==> config.mk <==
export PLATFORM = sky130hd
export DESIGN_NAME = result_bus_arbiter3
export DESIGN_NICKNAME = d
export VERILOG_FILES = /design/src/rtl/result_bus_arbiter3.sv
export SDC_FILE = /design/constraint.sdc
export NUM_CORES = 1
export LEC_CHECK = 0
export CAP_MARGIN = 20
export CORE_AREA = 2 2 216 218
export CTS_CLUSTER_SIZE = 24
export DETAILED_ROUTE_END_ITERATION = 6
export DIE_AREA = 0 0 218 220
export PLACE_DENSITY = 0.57
export SLEW_MARGIN = 20
export SYNTH_ARGS = -nofsm -noshare
export SYNTH_HDL_FRONTEND = slang
export SYNTH_SLANG_ARGS = --single-unit
==> constraint.sdc <==
create_clock -name clk -period 3.7 [get_ports clk]
set_input_delay 0.37 -clock clk [delete_from_list [all_inputs] [get_ports clk]]
set_output_delay 0.37 -clock clk [all_outputs]
set_load 0.005 [all_outputs]
==> src/rtl/result_bus_arbiter3.sv <==
// Three-way round-robin arbiter feeding one registered 128-bit result stage.
// The stage drains and reloads in the same cycle, so a steady stream gets one word per clock.
module result_bus_arbiter3 #(
    parameter int WIDTH = 128,
    parameter int TAG_W = 7
) (
    input  logic             clk,
    input  logic             rst_n,
    input  logic [2:0]       req_valid,
    output logic [2:0]       req_ready,
    input  logic [WIDTH-1:0] req_data0,
    input  logic [WIDTH-1:0] req_data1,
    input  logic [WIDTH-1:0] req_data2,
    input  logic [TAG_W-1:0] req_tag0,
    input  logic [TAG_W-1:0] req_tag1,
    input  logic [TAG_W-1:0] req_tag2,
    output logic [1:0]       mux_sel,
    output logic             out_valid,
    input  logic             out_ready,
    output logic [WIDTH-1:0] out_data,
    output logic [TAG_W-1:0] out_tag,
    output logic [1:0]       out_src
);

    typedef enum logic {EMPTY = 1'b0, FULL = 1'b1} state_t;

    state_t           state, state_nxt;
    logic [1:0]       prio, prio_nxt;
    logic [1:0]       cand1, cand2, winner;
    logic             load_en, grant;
    logic [WIDTH-1:0] sel_data;
    logic [TAG_W-1:0] sel_tag;

    function automatic logic [1:0] inc3(input logic [1:0] v);
        return (v == 2'd2) ? 2'd0 : v + 2'd1;
    endfunction

    assign out_valid = (state == FULL);
    assign load_en   = !out_valid || out_ready;
    assign cand1     = inc3(prio);
    assign cand2     = inc3(cand1);

    // NOTE: every variable gets a default first so no path can infer a latch.
    always_comb begin
        winner    = prio;
        grant     = 1'b0;
        req_ready = 3'b000;
        mux_sel   = 2'd0;
        prio_nxt  = prio;
        state_nxt = state;
        if (req_valid[prio])       winner = prio;
        else if (req_valid[cand1]) winner = cand1;
        else if (req_valid[cand2]) winner = cand2;
        // Gating with rst_n keeps the request side quiet while reset is held.
        grant = rst_n && load_en && (req_valid != 3'b000);
        if (grant) begin
            req_ready = 3'b001 << winner;
            mux_sel   = winner;
            prio_nxt  = inc3(winner);
            state_nxt = FULL;
        end else if (out_ready) begin
            state_nxt = EMPTY;
        end
    end

    // The 3-to-1 result mux steered by the winner.
    always_comb begin
        sel_data = req_data0;
        sel_tag  = req_tag0;
        case (winner)
            2'd1: begin sel_data = req_data1; sel_tag = req_tag1; end
            2'd2: begin sel_data = req_data2; sel_tag = req_tag2; end
            default: begin sel_data = req_data0; sel_tag = req_tag0; end
        endcase
    end

    // NOTE: sequential state uses <= so every register samples pre-edge values.
    always_ff @(posedge clk or negedge rst_n) begin
        if (!rst_n) begin
            state <= EMPTY;
            prio  <= 2'd0;
        end else begin
            state <= state_nxt;
            prio  <= prio_nxt;
        end
    end

    // NOTE: the datapath register is reset too, since zero outputs are visible after reset.
    always_ff @(posedge clk or negedge rst_n) begin
        if (!rst_n) begin
            out_data <= '0;
            out_tag  <= '0;
            out_src  <= 2'd0;
        end else if (grant) begin
            out_data <= sel_data;
            out_tag  <= sel_tag;
            out_src  <= winner;
        end
    end

endmodule

# --- After elaboration in Yosys (flattened, before gate mapping) ---
# Cells that the tools add are included.
totals:
  output_inout_bits: 143
  ff_bits: 140
op_classes:
  n_eq_ne: 4
  n_addsub: 3
  reduce_logical: 6
  shifts: 1
  n_mux: 18
  magnitude_cmp: 3
ops:
  columns: ["op", "count"]
  rows:
  - ["one-hot mux 128 bit (2 select lines)", 1]
  - ["two-way mux 2 bit", 7]
  - ["one-hot mux 7 bit (2 select lines)", 1]
  - ["less-than comparator 2 x 3 -> 1 bit, second input constant", 3]
  - ["adder 2 x 1 -> 2 bit, second input constant", 3]
  - ["binary-select mux 1 bit (select 2 bit)", 3]
  - ["equality test 2 bit, second input constant", 3]
  - ["two-way mux 1 bit", 5]
  - ["two-way mux 3 bit", 1]
  - ["nonzero test 3 bit", 1]
  - ["left shift 1 x 2 -> 3 bit, first input constant", 1]
  - ["equality test 2 x 1 -> 1 bit, second input constant", 1]
  - ["logical AND 1 bit", 2]
  - ["nonzero test 2 bit", 1]
  - ["zero test 1 bit", 1]
  - ["logical OR 1 bit", 1]

# --- Logic depth before layout (Yosys ltp) ---
# Gate-level depths: netlist of run 1.
depth:
  ltp_word: 11
  depth_mapped: 10

# --- Worst setup path before layout of run 1 ---
# Ideal clock, no wire load.
synth_path:
  path_kind: "register to output"
  startpoint: "register prio[0]"
  endpoint: "output port req_ready[1]"
  stages_incl_launch_ff: 9
  t_arrival_ns: 2.066
  required_ns: 3.330
  path_slack_ns: 1.264
  path_buffers: 3
  path_cell_list: "dfrtp_1 nor2b_1 o21ai_0 and2_1 ha_1 clkbuf_1 buf_2 buf_1 and2_1"
synth_between:
  elab_chain_cells: 11
synth_rtl:
  columns: ["element", "line_no", "rtl"]
  rows:
  - ["start: declaration", "28", "logic [1:0] prio, prio_nxt;"]
  - ["start signal: assignment", "84", "prio <= prio_nxt;"]
  - ["adder 2 x 1 -> 2 bit or equality test 2 bit (tied branches)", "35", "return (v == 2'd2) ? 2'd0 : v + 2'd1;"]
  - ["two-way mux 2 bit", "35", null]
  - ["adder 2 x 1 -> 2 bit or equality test 2 bit (tied branches)", "35", null]
  - ["two-way mux 2 bit", "35", null]
  - ["binary-select mux 1 bit (select 2 bit)", "53", "else if (req_valid[cand2]) winner = cand2;"]
  - ["two-way mux 1 bit (implied by the code)", "53", null]
  - ["two-way mux 2 bit", "53", null]
  - ["two-way mux 2 bit", "52", "else if (req_valid[cand1]) winner = cand1;"]
  - ["two-way mux 2 bit *", "51", "if (req_valid[prio]) winner = prio;"]
  - ["left shift 1 x 2 -> 3 bit *", "57", "req_ready = 3'b001 << winner;"]
  - ["two-way mux 3 bit *", "56", "if (grant) begin"]
  - ["end: declaration", "10", "output logic [2:0] req_ready,"]
# Mark *: on every way between the ends. The rest lies on a longest branch, timed or not. The select of a mux whose other input is x is not followed.

# --- Worst setup path after layout of run 1 ---
# Ends and elaborated chain as after synthesis.

==> impl_metrics.env, run 1 <==
export IMPL_grt_ovfl_total=0
export IMPL_r2r_worst_path_cells=8
export IMPL_placement_io_buffers=553
export IMPL_worst_slew_pin_slew_ps=723.4
export IMPL_count_of_state_elements_after_synthesis=140
export IMPL_max_stage_delay_ps=490
export IMPL_clock_tree_buffer_depth=2
export IMPL_pwr_share_seq=0.255
export IMPL_hp_class="primary input to asynchronous set/reset pin"
export IMPL_timing_final_setup_violations=0
export IMPL_diodes=0
export IMPL_crit_top_cell="sky130_fd_sc_hd__and2_1"
export IMPL_cts_inserted_buffers=17
export IMPL_timing_reg2reg_setup_slack_ps=1100
export IMPL_p_leak_nw=5.878
export IMPL_clock_tree_sinks=140
export IMPL_cap_viol_max_count=0
export IMPL_core_area_sq_um=45860
export IMPL_cell_internal_pwr_mw=7.091
export IMPL_critPathCaptureType="output pin"
export IMPL_timing_critical_path_arrival_ps=2710
export IMPL_post_place_ws_ps=644.5
export IMPL_cp_required_ps=3330
export IMPL_largest_net_degree_at_the_start_of_global_routing=76
export IMPL_n_fill_cell=4734
export IMPL_report_final_slew_viol_count=0
export IMPL_cp_cell_sequence="nor2b_1 > o21ai_0 > and2_1 > ha_4 > and2_1 > clkdlybuf4s50_1"
export IMPL_yosys_area_top_type="sky130_fd_sc_hd__dfrtp_1"
export IMPL_routed_via_count=8259
export IMPL_final_hold_viol_count=0
export IMPL_grt_antenna_before_repair=2
export IMPL_maxClockFrequency_mhz=324.9
export IMPL_seq_area_frac_synth=0.4294
export IMPL_post_route_cells_drive_above_1_share=0.1479
export IMPL_capture_point_of_the_worst_reg_to_reg_path="out_data[29]$_DFFE_PN0P_"
export IMPL_setup_skew_after_layout_ps=9.975
export IMPL_synth_compound_gate_area_share=0.2145
export IMPL_rows=79
export IMPL_start_util=0.1779
export IMPL_global_route_usage_total=0.1414
export IMPL_ys_warn_count=0
export IMPL_cell_area_after_placement_sq_um=14380
export IMPL_h_tree_depth=4
export IMPL_yosys_area_share_xor_xnor=0
export IMPL_placed_cells=1900
export IMPL_syn_area_per_cell_sq_um=10.29
export IMPL_post_synth_and_or_nand_nor_area_fraction=0.07484
export IMPL_detail_route_iter0_violations=336
export IMPL_nets=1729
export IMPL_path_class="register to output pin"
export IMPL_post_synth_most_frequent_cells="140 x sky130_fd_sc_hd__dfrtp_1, 137 x sky130_fd_sc_hd__a21oi_1, 137 x sky130_fd_sc_hd__nor2_1, 135 x sky130_fd_sc_hd__a22oi_1, 75 x sky130_fd_sc_hd__mux2_4"
export IMPL_worst_slack_ps=621.7
export IMPL_wl_per_cell_um=17.98
export IMPL_finish_utilization=0.3269
export IMPL_synth_net_count=1209
export IMPL_synthAdderAreaFrac=0.007668
export IMPL_final_cell_count_no_fill=1932
export IMPL_r2r_startpoint="prio[0]$_DFFE_PN0P_"
export IMPL_most_instantiated_library_cell_after_synthesis="sky130_fd_sc_hd__dfrtp_1"
export IMPL_hpwlAfterDp_um=27040
export IMPL_finalWirelength_um=34740
export IMPL_die_span_in_y_um=220
export IMPL_gp_routability_congestion=0.8063
export IMPL_max_vdd_ir_drop_mv=0.3305
export IMPL_whs_ps=422.6
export IMPL_pwr_density_cell_nw_per_um2=728.1
export IMPL_synth_mux_area_frac=0.2236
export IMPL_final_area_sq_um=14990
export IMPL_clockRootBuffer="sky130_fd_sc_hd__clkbuf_16"
export IMPL_ys_async_sr_fraction=1.000
export IMPL_synth_top_cells_by_area="sky130_fd_sc_hd__dfrtp_1 43%, sky130_fd_sc_hd__mux2_4 14%, sky130_fd_sc_hd__a22oi_1 12%"
export IMPL_drtPass1Iterations=4
export IMPL_synthDistinctLibCells=24
export IMPL_report_power_total_mw=10.92
export IMPL_sw_frac_of_total=0.3504
export IMPL_postCtsSetupBuffers=0
export IMPL_slew_limit_headroom=0.5177
export IMPL_crit_path_max_fanout=11
export IMPL_power_frac_comb=0.578
export IMPL_synth_top_flop_cell="sky130_fd_sc_hd__dfrtp_1"
export IMPL_clock_insertion_delay_worst_skew_ps=460
export IMPL_net_switching_power_mw=3.825
export IMPL_floorplan_die_area_sq_um=47960
export IMPL_setup_worst_path_start_class="register"
export IMPL_cts_resized_gates=0
export IMPL_route_detailed_vias_per_inst=4.275
export IMPL_main_combinational_cell_family_by_area_after_synthesis="multiplexers"
export IMPL_outcome="completed"
export IMPL_netlist_area_sq_um=8159
export IMPL_synth_top_cell_area_share=0.4294
export IMPL_remaining_drc_errors=0
export IMPL_layout_area_overhead_vs_synth_pct=83.76
export IMPL_number_of_flops_mapped_to_enable_cells_by_yosys=0
export IMPL_worst_path_max_delay_cell="sky130_fd_sc_hd__clkdlybuf4s50_1"
export IMPL_clock_tree_from_tritoncts="yes"
export IMPL_wire_length_of_the_first_global_routing_pass_um=50450
export IMPL_post_synth_inst_count=793
export IMPL_share_clk_of_total_power=0.166
export IMPL_fin_crit_sh=0.8320
export IMPL_fin_crit_ps=3078
export IMPL_clkSlewWorstSetupHoldPaths_ps=60
export IMPL_die_w_um=218
export IMPL_fin_tns_setup_ps=0
export IMPL_ant_nets=0
export IMPL_setup_repair_after_global_routing_missed_its_margin="no"
export IMPL_io_pins=554
export IMPL_number_of_global_route_vias_before_repair=8547
## registers in the layout, indices dropped and copies added (netlist names)
signal     cells
out_data     128
prio           2
out_src        2
out_valid      1
out_tag        7
## timing repair
item / CTS / global route
hold buffers: 1 / 0
endpoints found under the hold margin: 40 / 0
setup endpoints to repair: 0 / 0
## worst max path at each step
stage,startpoint,to
floorplan,prio[0]$_DFFE_PN0P_,req_ready[1]
global placement,req_valid[1],req_ready[1]
detailed placement,req_valid[1],out_data[119]$_DFFE_PN0P_
CTS,prio[0]$_DFFE_PN0P_,req_ready[1]
global route,prio[0]$_DFFE_PN0P_,req_ready[1]
finish,prio[0]$_DFFE_PN0P_,req_ready[1]
## metal layers
layer | vias to the layer above | GRT usage | share of wire
li1 | 3950 | - | -
met2 | 391 | 0.2467 | 0.49
met3 | 45 | 0.05231 | 0.094
met1 | 3871 | 0.1524 | 0.39
met5 | - | 0 | 0.00037
met4 | 2 | 0.06349 | 0.027
## layout by cell type, fill, tap and decap left out, types with 4 or more instances in the layout
master                            Yosys  routed
sky130_fd_sc_hd__buf_12               0       9
sky130_fd_sc_hd__buf_4                0      14
sky130_fd_sc_hd__clkdlybuf4s50_1      0     552
sky130_fd_sc_hd__mux2_2              62      62
sky130_fd_sc_hd__nor2_1             137     137
sky130_fd_sc_hd__a22oi_1            135     135
sky130_fd_sc_hd__clkbuf_16            0      17
sky130_fd_sc_hd__a31oi_1              4       4
sky130_fd_sc_hd__and2_1               5       5
sky130_fd_sc_hd__a21oi_1            137     137
sky130_fd_sc_hd__clkinv_2             0       4
sky130_fd_sc_hd__dfrtp_1            140     140
sky130_fd_sc_hd__mux2_4              75      75
## cell families (layout without fill, tap and decap cells)
logic type      after synthesis  count (layout)
buf+inv                      78             610
flops                       140             140
compound gates              280             280
mux                         137             137
fa+ha+maj                     5               5
simple gates                153             153
## power by group through the flow
stage | combinational (mW) | clock, mW | sequential, mW
floorplan | 3.17 | 0 | 2.79
finish | 6.31 | 1.82 | 2.79
global route | 6.88 | 1.96 | 2.90
detailed placement | 6.39 | 0 | 2.80
CTS | 6.42 | 1.91 | 2.80
global placement | 6.34 | 0 | 2.78
## final cells by class
class	instances	area (sq um)	share of cell area
clock buffers	20	456.7	0.03046
multi-input cells	575	4290	0.2862
well taps	607	759.5	0.05066
flip-flops and latches	140	3503	0.2337
clock inverters	11	143.9	0.009597
repair buffers	577	5832	0.3890
inverters	2	7.507	0.0005007
## worst max-delay path: cells and delay by family, from the launching register on
family | cells | cell delay, ps
compound gates | 1 | 350
buf+inv | 1 | 490
fa+ha+maj | 1 | 320
flops | 1 | 430
simple gates | 3 | 650
No activity file was read; power rests on OpenSTA's default activity.
==> inputs of run 2 (changes only) <==
CORE_AREA = 2 2 215 217   (was 2 2 216 218)
DIE_AREA = 0 0 217 219   (was 0 0 218 220)
PLACE_DENSITY = 0.59   (was 0.57)
clock period = 2.5 ns   (was 3.7 ns; I/O delays follow)
==> run 2 against run 1 <==
  * Worst setup slack lost 590 ps
  * Design area is 3.2% higher
  * Non-clock buffer count rose by 41
  * Via count up 0.54%
  * Final cell count increased by 1.9%
  * Combinational power increased by 60%
  * Wire length down 2.2%
  * Utilization grew 1.6 points
  * Critical path type is now register to register
  * Total power is 56% higher
==> impl_metrics.env, run 2 (synthesized netlist as in run 1, its figures left out) <==
export IMPL_h_tree_depth=4
export IMPL_sw_frac_of_total=0.3416
export IMPL_grt_antenna_before_repair=1
export IMPL_cell_internal_pwr_mw=11.18
export IMPL_setup_repair_after_global_routing_missed_its_margin="yes"
export IMPL_clock_tree_from_tritoncts="yes"
export IMPL_setup_skew_after_layout_ps=7.288
export IMPL_remaining_drc_errors=0
export IMPL_worst_path_max_delay_cell="sky130_fd_sc_hd__dfrtp_1"
export IMPL_setup_worst_path_start_class="register"
export IMPL_post_route_cells_drive_above_1_share=0.1829
export IMPL_largest_net_degree_at_the_start_of_global_routing=142
export IMPL_report_final_slew_viol_count=0
export IMPL_finalWirelength_um=33970
export IMPL_clock_insertion_delay_worst_skew_ps=440
export IMPL_share_clk_of_total_power=0.164
export IMPL_route_detailed_vias_per_inst=4.220
export IMPL_path_class="register to register"
export IMPL_cp_endpoint="out_data[54]$_DFFE_PN0P_"
export IMPL_cap_viol_max_count=0
export IMPL_die_w_um=217
export IMPL_timing_critical_path_arrival_ps=2800
export IMPL_r2r_worst_path_cells=12
export IMPL_global_route_usage_total=0.1369
export IMPL_nets=1770
export IMPL_timing_reg2reg_setup_slack_ps=30
export IMPL_pwr_share_seq=0.242
export IMPL_layout_area_overhead_vs_synth_pct=89.57
export IMPL_cts_inserted_buffers=17
export IMPL_wire_length_of_the_first_global_routing_pass_um=48770
export IMPL_clock_tree_sinks=140
export IMPL_placed_cells=1927
export IMPL_most_frequent_standard_cell_in_the_layout_excluding_fill_and_tap_cells="sky130_fd_sc_hd__clkdlybuf4s50_1"
export IMPL_net_switching_power_mw=5.800
export IMPL_wl_per_cell_um=17.26
export IMPL_die_span_in_y_um=219
export IMPL_fin_crit_ps=2472
export IMPL_rows=78
export IMPL_hpwlAfterDp_um=26650
export IMPL_top_library_cells_by_usage_in_the_layout_fill_and_taps_aside="550 x sky130_fd_sc_hd__clkdlybuf4s50_1, 139 x sky130_fd_sc_hd__dfrtp_1, 137 x sky130_fd_sc_hd__nor2_1, 136 x sky130_fd_sc_hd__a21oi_1, 131 x sky130_fd_sc_hd__a22oi_1"
export IMPL_gp_routability_congestion=0.8590
export IMPL_largest_register="out_data"
export IMPL_outcome="completed"
export IMPL_io_pins=554
export IMPL_final_cell_count_no_fill=1968
export IMPL_clkSlewWorstSetupHoldPaths_ps=60
export IMPL_hp_class="register to register"
export IMPL_placement_io_buffers=553
export IMPL_max_stage_delay_ps=410
export IMPL_routed_via_count=8304
export IMPL_crit_path_launch="prio[1]$_DFFE_PN0P_"
export IMPL_grt_ovfl_total=0
export IMPL_pwr_density_cell_nw_per_um2=1098
export IMPL_start_util=0.1810
export IMPL_drtPass1Iterations=4
export IMPL_critPathCaptureType="register"
export IMPL_capture_point_of_the_worst_reg_to_reg_path="out_data[54]$_DFFE_PN0P_"
export IMPL_detail_route_iter0_violations=259
export IMPL_r2r_startpoint="prio[1]$_DFFE_PN0P_"
export IMPL_floorplan_die_area_sq_um=47520
export IMPL_number_of_global_route_vias_before_repair=8415
export IMPL_cp_required_ps=2830
export IMPL_ant_nets=0
export IMPL_largest_register_ffs=128
export IMPL_max_vdd_ir_drop_mv=0.4008
export IMPL_p_leak_nw=6.144
export IMPL_clockRootBuffer="sky130_fd_sc_hd__clkbuf_16"
export IMPL_slew_limit_headroom=0.4501
export IMPL_final_hold_viol_count=0
export IMPL_timing_final_setup_violations=0
export IMPL_maxClockFrequency_mhz=404.5
export IMPL_clock_tree_buffer_depth=2
export IMPL_crit_path_max_fanout=50
export IMPL_fin_crit_sh=0.9889
export IMPL_power_frac_comb=0.594
export IMPL_worst_slew_pin_slew_ps=824.9
export IMPL_reg_top3="out_data: 128 flops, out_tag: 7 flops"
export IMPL_core_area_sq_um=45090
export IMPL_cp_cell_sequence="buf_4 > nor2b_1 > o21ai_2 > and2_4 > ha_4 > buf_12 > buf_4 > buf_12 > buf_4 > a22oi_1 > a21oi_1 > mux2_4"
export IMPL_final_area_sq_um=15470
export IMPL_cell_area_after_placement_sq_um=14690
export IMPL_crit_top_cell="sky130_fd_sc_hd__buf_4"
## run 2: changes by cell type in the layout (fill, tap and decap cells not counted), sizes merged, moves of 2 or more
cell           change
clkinv             -2
clkbuf             +2
buf               +41
clkdlybuf4s50      -2
dlygate4sd2        +2
## run 2: layer usage
| layer | up-vias | routed length (um) | track usage |
|---|---|---|---|
| li1 | 4041 | - | - |
| met1 | 3841 | 12950 | 0.1456 |
| met2 | 375 | 16960 | 0.2422 |
| met3 | 47 | 2802 | 0.04394 |
| met4 | 0 | 1250 | 0.07078 |
| met5 | - | 0 | 0 |
## run 2: what timing repair did
action                                  in CTS  in global routing
gates cloned                                 0                  0
buffers inserted                             4                  3
hold buffers                                 1                  0
hold endpoints to repair                    17                  0
endpoints found under the setup margin       4                 21
pin swaps                                    2                  2
resized for setup                           12                  8
## run 2: area by class of cell
| class | count | area [sq um] |
|---|---|---|
| antenna | 1 | 2.502 |
| sequential | 140 | 3505 |
| inverter | 2 | 7.507 |
| clock inverter | 10 | 161.4 |
| tap | 600 | 750.7 |
| multi-input combinational | 575 | 4354 |
| fill | 4659 | 29620 |
| clock buffer | 22 | 474.2 |
| timing repair buffer | 618 | 6212 |
## run 2: metrics by stage
stage / worst slack [ps] / total power [mW] / TNS, ps / hold WS (ps) / utilization
after floorplan: 112.7 / 8.820 / 0 / -45.59 / -
after global placement: -353.4 / 14.06 / -11020 / 489.3 / 0.3258
after detailed placement: -375.2 / 14.16 / -17330 / 490.6 / 0.3258
after CTS: -42.80 / 17.22 / -42.80 / 474.3 / 0.3417
after global routing: -47.16 / 18.21 / -178.5 / 510.9 / 0.3430
final: 27.64 / 16.98 / 0 / 503.2 / 0.3430
## run 2: worst max-delay path: cells and delay by family, from the launching register on
family	cells	cell delay (ps)
fa+ha+maj	1	170
buf+inv	5	760
compound gates	3	390
mux	1	260
simple gates	2	330
flops	1	410
## run 2: worst min path at each step
stage / cells past startpoint / slack [ps] / end / from
final: 1 / 500 / out_data[104]$_DFFE_PN0P_ / out_data[104]$_DFFE_PN0P_
after global routing: 1 / 510 / out_data[104]$_DFFE_PN0P_ / out_data[104]$_DFFE_PN0P_
after CTS: 3 / 470 / out_valid$_DFFE_PN0P_ / out_ready
after detailed placement: 1 / 490 / out_data[10]$_DFFE_PN0P_ / out_data[10]$_DFFE_PN0P_
after global placement: 1 / 490 / out_data[91]$_DFFE_PN0P_ / out_data[91]$_DFFE_PN0P_
after floorplan: 0 / -50 / out_data[0]$_DFFE_PN0P_ / rst_n
## run 2: power groups by stage
| stage | logic, mW | clock network, mW | registers (mW) |
|---|---|---|---|
| 5_1_grt | 10.9 | 3.02 | 4.25 |
| 6_report | 10.1 | 2.79 | 4.11 |
| 2_1_floorplan | 4.69 | 0 | 4.13 |
| 4_1_cts | 10.2 | 2.94 | 4.12 |
| 3_5_place_dp | 10.0 | 0 | 4.12 |
| 3_3_place_gp | 9.96 | 0 | 4.10 |
==> inputs of run 3 (changes only) <==
GPL_TIMING_DRIVEN = 0   (was default)
==> run 3 against run 2 <==
  * Register-to-register slack barely moved
  * Combinational power rose by 9%
  * Critical path type unchanged
  * Design area rose by 2.8%
  * Clock power fell by 1%
  * Wire length rose by 26%
  * Worst setup slack barely moved
==> impl_metrics.env, run 3 (synthesized netlist as in run 1, its figures left out) <==
export IMPL_grt_antenna_before_repair=1
export IMPL_finalWirelength_um=42710
export IMPL_timing_final_setup_violations=0
export IMPL_start_util=0.1810
export IMPL_route_detailed_vias_per_inst=4.391
export IMPL_cp_buffers_inverters=5
export IMPL_crit_path_max_fanout=10
export IMPL_wire_length_of_the_first_global_routing_pass_um=60000
export IMPL_setup_repair_after_global_routing_missed_its_margin="yes"
export IMPL_n_fill_cell=4625
export IMPL_final_area_sq_um=15900
export IMPL_wl_per_cell_um=21.34
export IMPL_whs_ps=357.7
export IMPL_r2r_worst_path_cells=11
export IMPL_crit_top_cell="sky130_fd_sc_hd__buf_4"
export IMPL_setup_worst_path_start_class="register"
export IMPL_core_area_sq_um=45090
export IMPL_fin_crit_sh=0.9891
export IMPL_rows=78
export IMPL_hpwlAfterDp_um=32350
export IMPL_cp_cell_sequence="buf_4 > inv_1 > o211ai_1 > and2_4 > ha_4 > buf_12 > buf_4 > buf_4 > a22oi_1 > a21oi_1 > mux2_4"
export IMPL_max_stage_delay_ps=420
export IMPL_max_vdd_ir_drop_mv=0.4756
export IMPL_die_w_um=217
export IMPL_h_tree_depth=4
export IMPL_hp_class="primary input to register"
export IMPL_fin_crit_ps=2473
export IMPL_io_pins=554
export IMPL_worst_hold_startpoint="req_valid[0]"
export IMPL_detail_route_iter0_violations=346
export IMPL_cts_inserted_buffers=17
export IMPL_top_library_cells_by_usage_in_the_layout_fill_and_taps_aside="546 x sky130_fd_sc_hd__clkdlybuf4s50_1, 139 x sky130_fd_sc_hd__dfrtp_1, 136 x sky130_fd_sc_hd__nor2_1, 132 x sky130_fd_sc_hd__a21oi_1, 113 x sky130_fd_sc_hd__a22oi_1"
export IMPL_clock_tree_buffer_depth=2
export IMPL_report_power_total_mw=17.88
export IMPL_cap_viol_max_count=0
export IMPL_setup_skew_after_layout_ps=10.23
export IMPL_outcome="completed"
export IMPL_report_final_slew_viol_count=0
export IMPL_cell_area_after_placement_sq_um=14480
export IMPL_floorplan_die_area_sq_um=47520
export IMPL_crit_path_leading_delay_family="buffers and inverters"
export IMPL_final_hold_viol_count=0
export IMPL_most_frequent_standard_cell_in_the_layout_excluding_fill_and_tap_cells="sky130_fd_sc_hd__clkdlybuf4s50_1"
export IMPL_drtPass1Iterations=4
export IMPL_post_route_cells_drive_above_1_share=0.2136
export IMPL_largest_net_degree_at_the_start_of_global_routing=72
export IMPL_path_class="register to register"
export IMPL_cp_required_ps=2850
export IMPL_clkSlewWorstSetupHoldPaths_ps=60
export IMPL_number_of_global_route_vias_before_repair=9525
export IMPL_clock_tree_sinks=140
export IMPL_ant_nets=0
export IMPL_timing_critical_path_depth=11
export IMPL_timing_critical_path_arrival_ps=2820
export IMPL_die_span_in_y_um=219
export IMPL_layout_area_overhead_vs_synth_pct=94.91
export IMPL_clock_insertion_delay_worst_skew_ps=470
export IMPL_routed_via_count=8791
export IMPL_worst_path_max_delay_cell="sky130_fd_sc_hd__dfrtp_1"
export IMPL_timing_reg2reg_setup_slack_ps=30
export IMPL_hold_depth=4
export IMPL_r2r_startpoint="prio[1]$_DFFE_PN0P_"
export IMPL_clockRootBuffer="sky130_fd_sc_hd__clkbuf_16"
export IMPL_p_leak_nw=6.349
export IMPL_largest_register_ffs=128
export IMPL_critPathCaptureType="register"
export IMPL_grt_ovfl_total=0
export IMPL_maxClockFrequency_mhz=404.4
export IMPL_pwr_density_cell_nw_per_um2=1124
export IMPL_clock_tree_from_tritoncts="yes"
export IMPL_placement_io_buffers=553
export IMPL_nets=1803
export IMPL_gp_routability_congestion=0.8947
export IMPL_post_place_ws_ps=-2099
export IMPL_remaining_drc_errors=0
export IMPL_slew_limit_headroom=0.6739
export IMPL_worst_slew_pin_slew_ps=489.1
export IMPL_largest_register="out_data"
export IMPL_reg_top3="out_data: 128 flops, out_tag: 7 flops"
export IMPL_worst_slack_ps=27.24
export IMPL_crit_path_launch="prio[1]$_DFFE_PN0P_"
export IMPL_global_route_usage_total=0.1759
run 3: changes by cell type in the layout (fill, tap and decap cells not counted), sizes merged:
cell / change
clkbuf: +40
buf: -7
clkdlybuf4s50: -4
bufbuf: +1
clkinv: +1
diode: +1
dlygate4sd2: +1
dlygate4sd3: +1
dlymetal6s2s: +1
inv: -1
run 3: worst reg2reg max path, cell delays in order (launching register included):
cell and delay [ps]:
sky130_fd_sc_hd__dfrtp_1 420, sky130_fd_sc_hd__buf_4 150, sky130_fd_sc_hd__inv_1 50, sky130_fd_sc_hd__o211ai_1 170, sky130_fd_sc_hd__and2_4 250, sky130_fd_sc_hd__ha_4 180, sky130_fd_sc_hd__buf_12 120, sky130_fd_sc_hd__buf_4 190
sky130_fd_sc_hd__buf_4 230, sky130_fd_sc_hd__a22oi_1 200, sky130_fd_sc_hd__a21oi_1 130, sky130_fd_sc_hd__mux2_4 270
run 3: final cells by class:
type | instances | area, sq um | area share
Timing Repair Buffer | 578 | 5871 | 0.3692
Clock inverter | 10 | 165.2 | 0.01039
Tap cell | 600 | 750.7 | 0.04721
Antenna cell | 2 | 5.005 | 0.0003147
Multi-Input combinational cell | 575 | 4464 | 0.2807
Inverter | 2 | 7.507 | 0.0004721
Clock buffer | 22 | 454.2 | 0.02856
Sequential cell | 140 | 3505 | 0.2204
Buffer | 73 | 680.7 | 0.04280
run 3: timing repair:
| action | in CTS | in global routing |
|---|---|---|
| resized for setup | 152 | 48 |
| endpoints found under the hold margin | 71 | 0 |
| setup buffers | 15 | 3 |
| setup endpoints to repair | 138 | 129 |
| cloned | 1 | 0 |
| hold buffers | 5 | 0 |
| pin swaps | 8 | 8 |
run 3: path summary, 6_finish.rpt:
| kind | to |
|---|---|
| worst max register to register | out_data[57]$_DFFE_PN0P_ |
| max in group asynchronous | out_data[127]$_DFFE_PN0P_ |
| worst max-delay path | out_data[57]$_DFFE_PN0P_ |
| min in group asynchronous | out_data[79]$_DFFE_PN0P_ |
| worst min register to register | out_data[113]$_DFFE_PN0P_ |
| worst min-delay path | out_valid$_DFFE_PN0P_ |
run 3: through the flow:
step	setup TNS, ps	instances	utilization
6_report	0	2002	0.3527
2_1_floorplan	0	793	-
3_5_place_dp	-219730	1947	0.3212
4_1_cts	-240.1	1998	0.3507
5_1_grt	-144.3	2000	0.3526
3_3_place_gp	-1447490	1946	0.3204
run 3: power by group:
part / internal (mW) / switching (mW)
clock network: 1.69 / 1.06
registers: 3.44 / 0.683
logic: 6.00 / 5.01
run 3: metal layers:
metal,part of all wire,global-route usage
met1,0.41,0.1991
met2,0.48,0.2957
met3,0.070,0.05516
met4,0.043,0.09429
met5,0,0
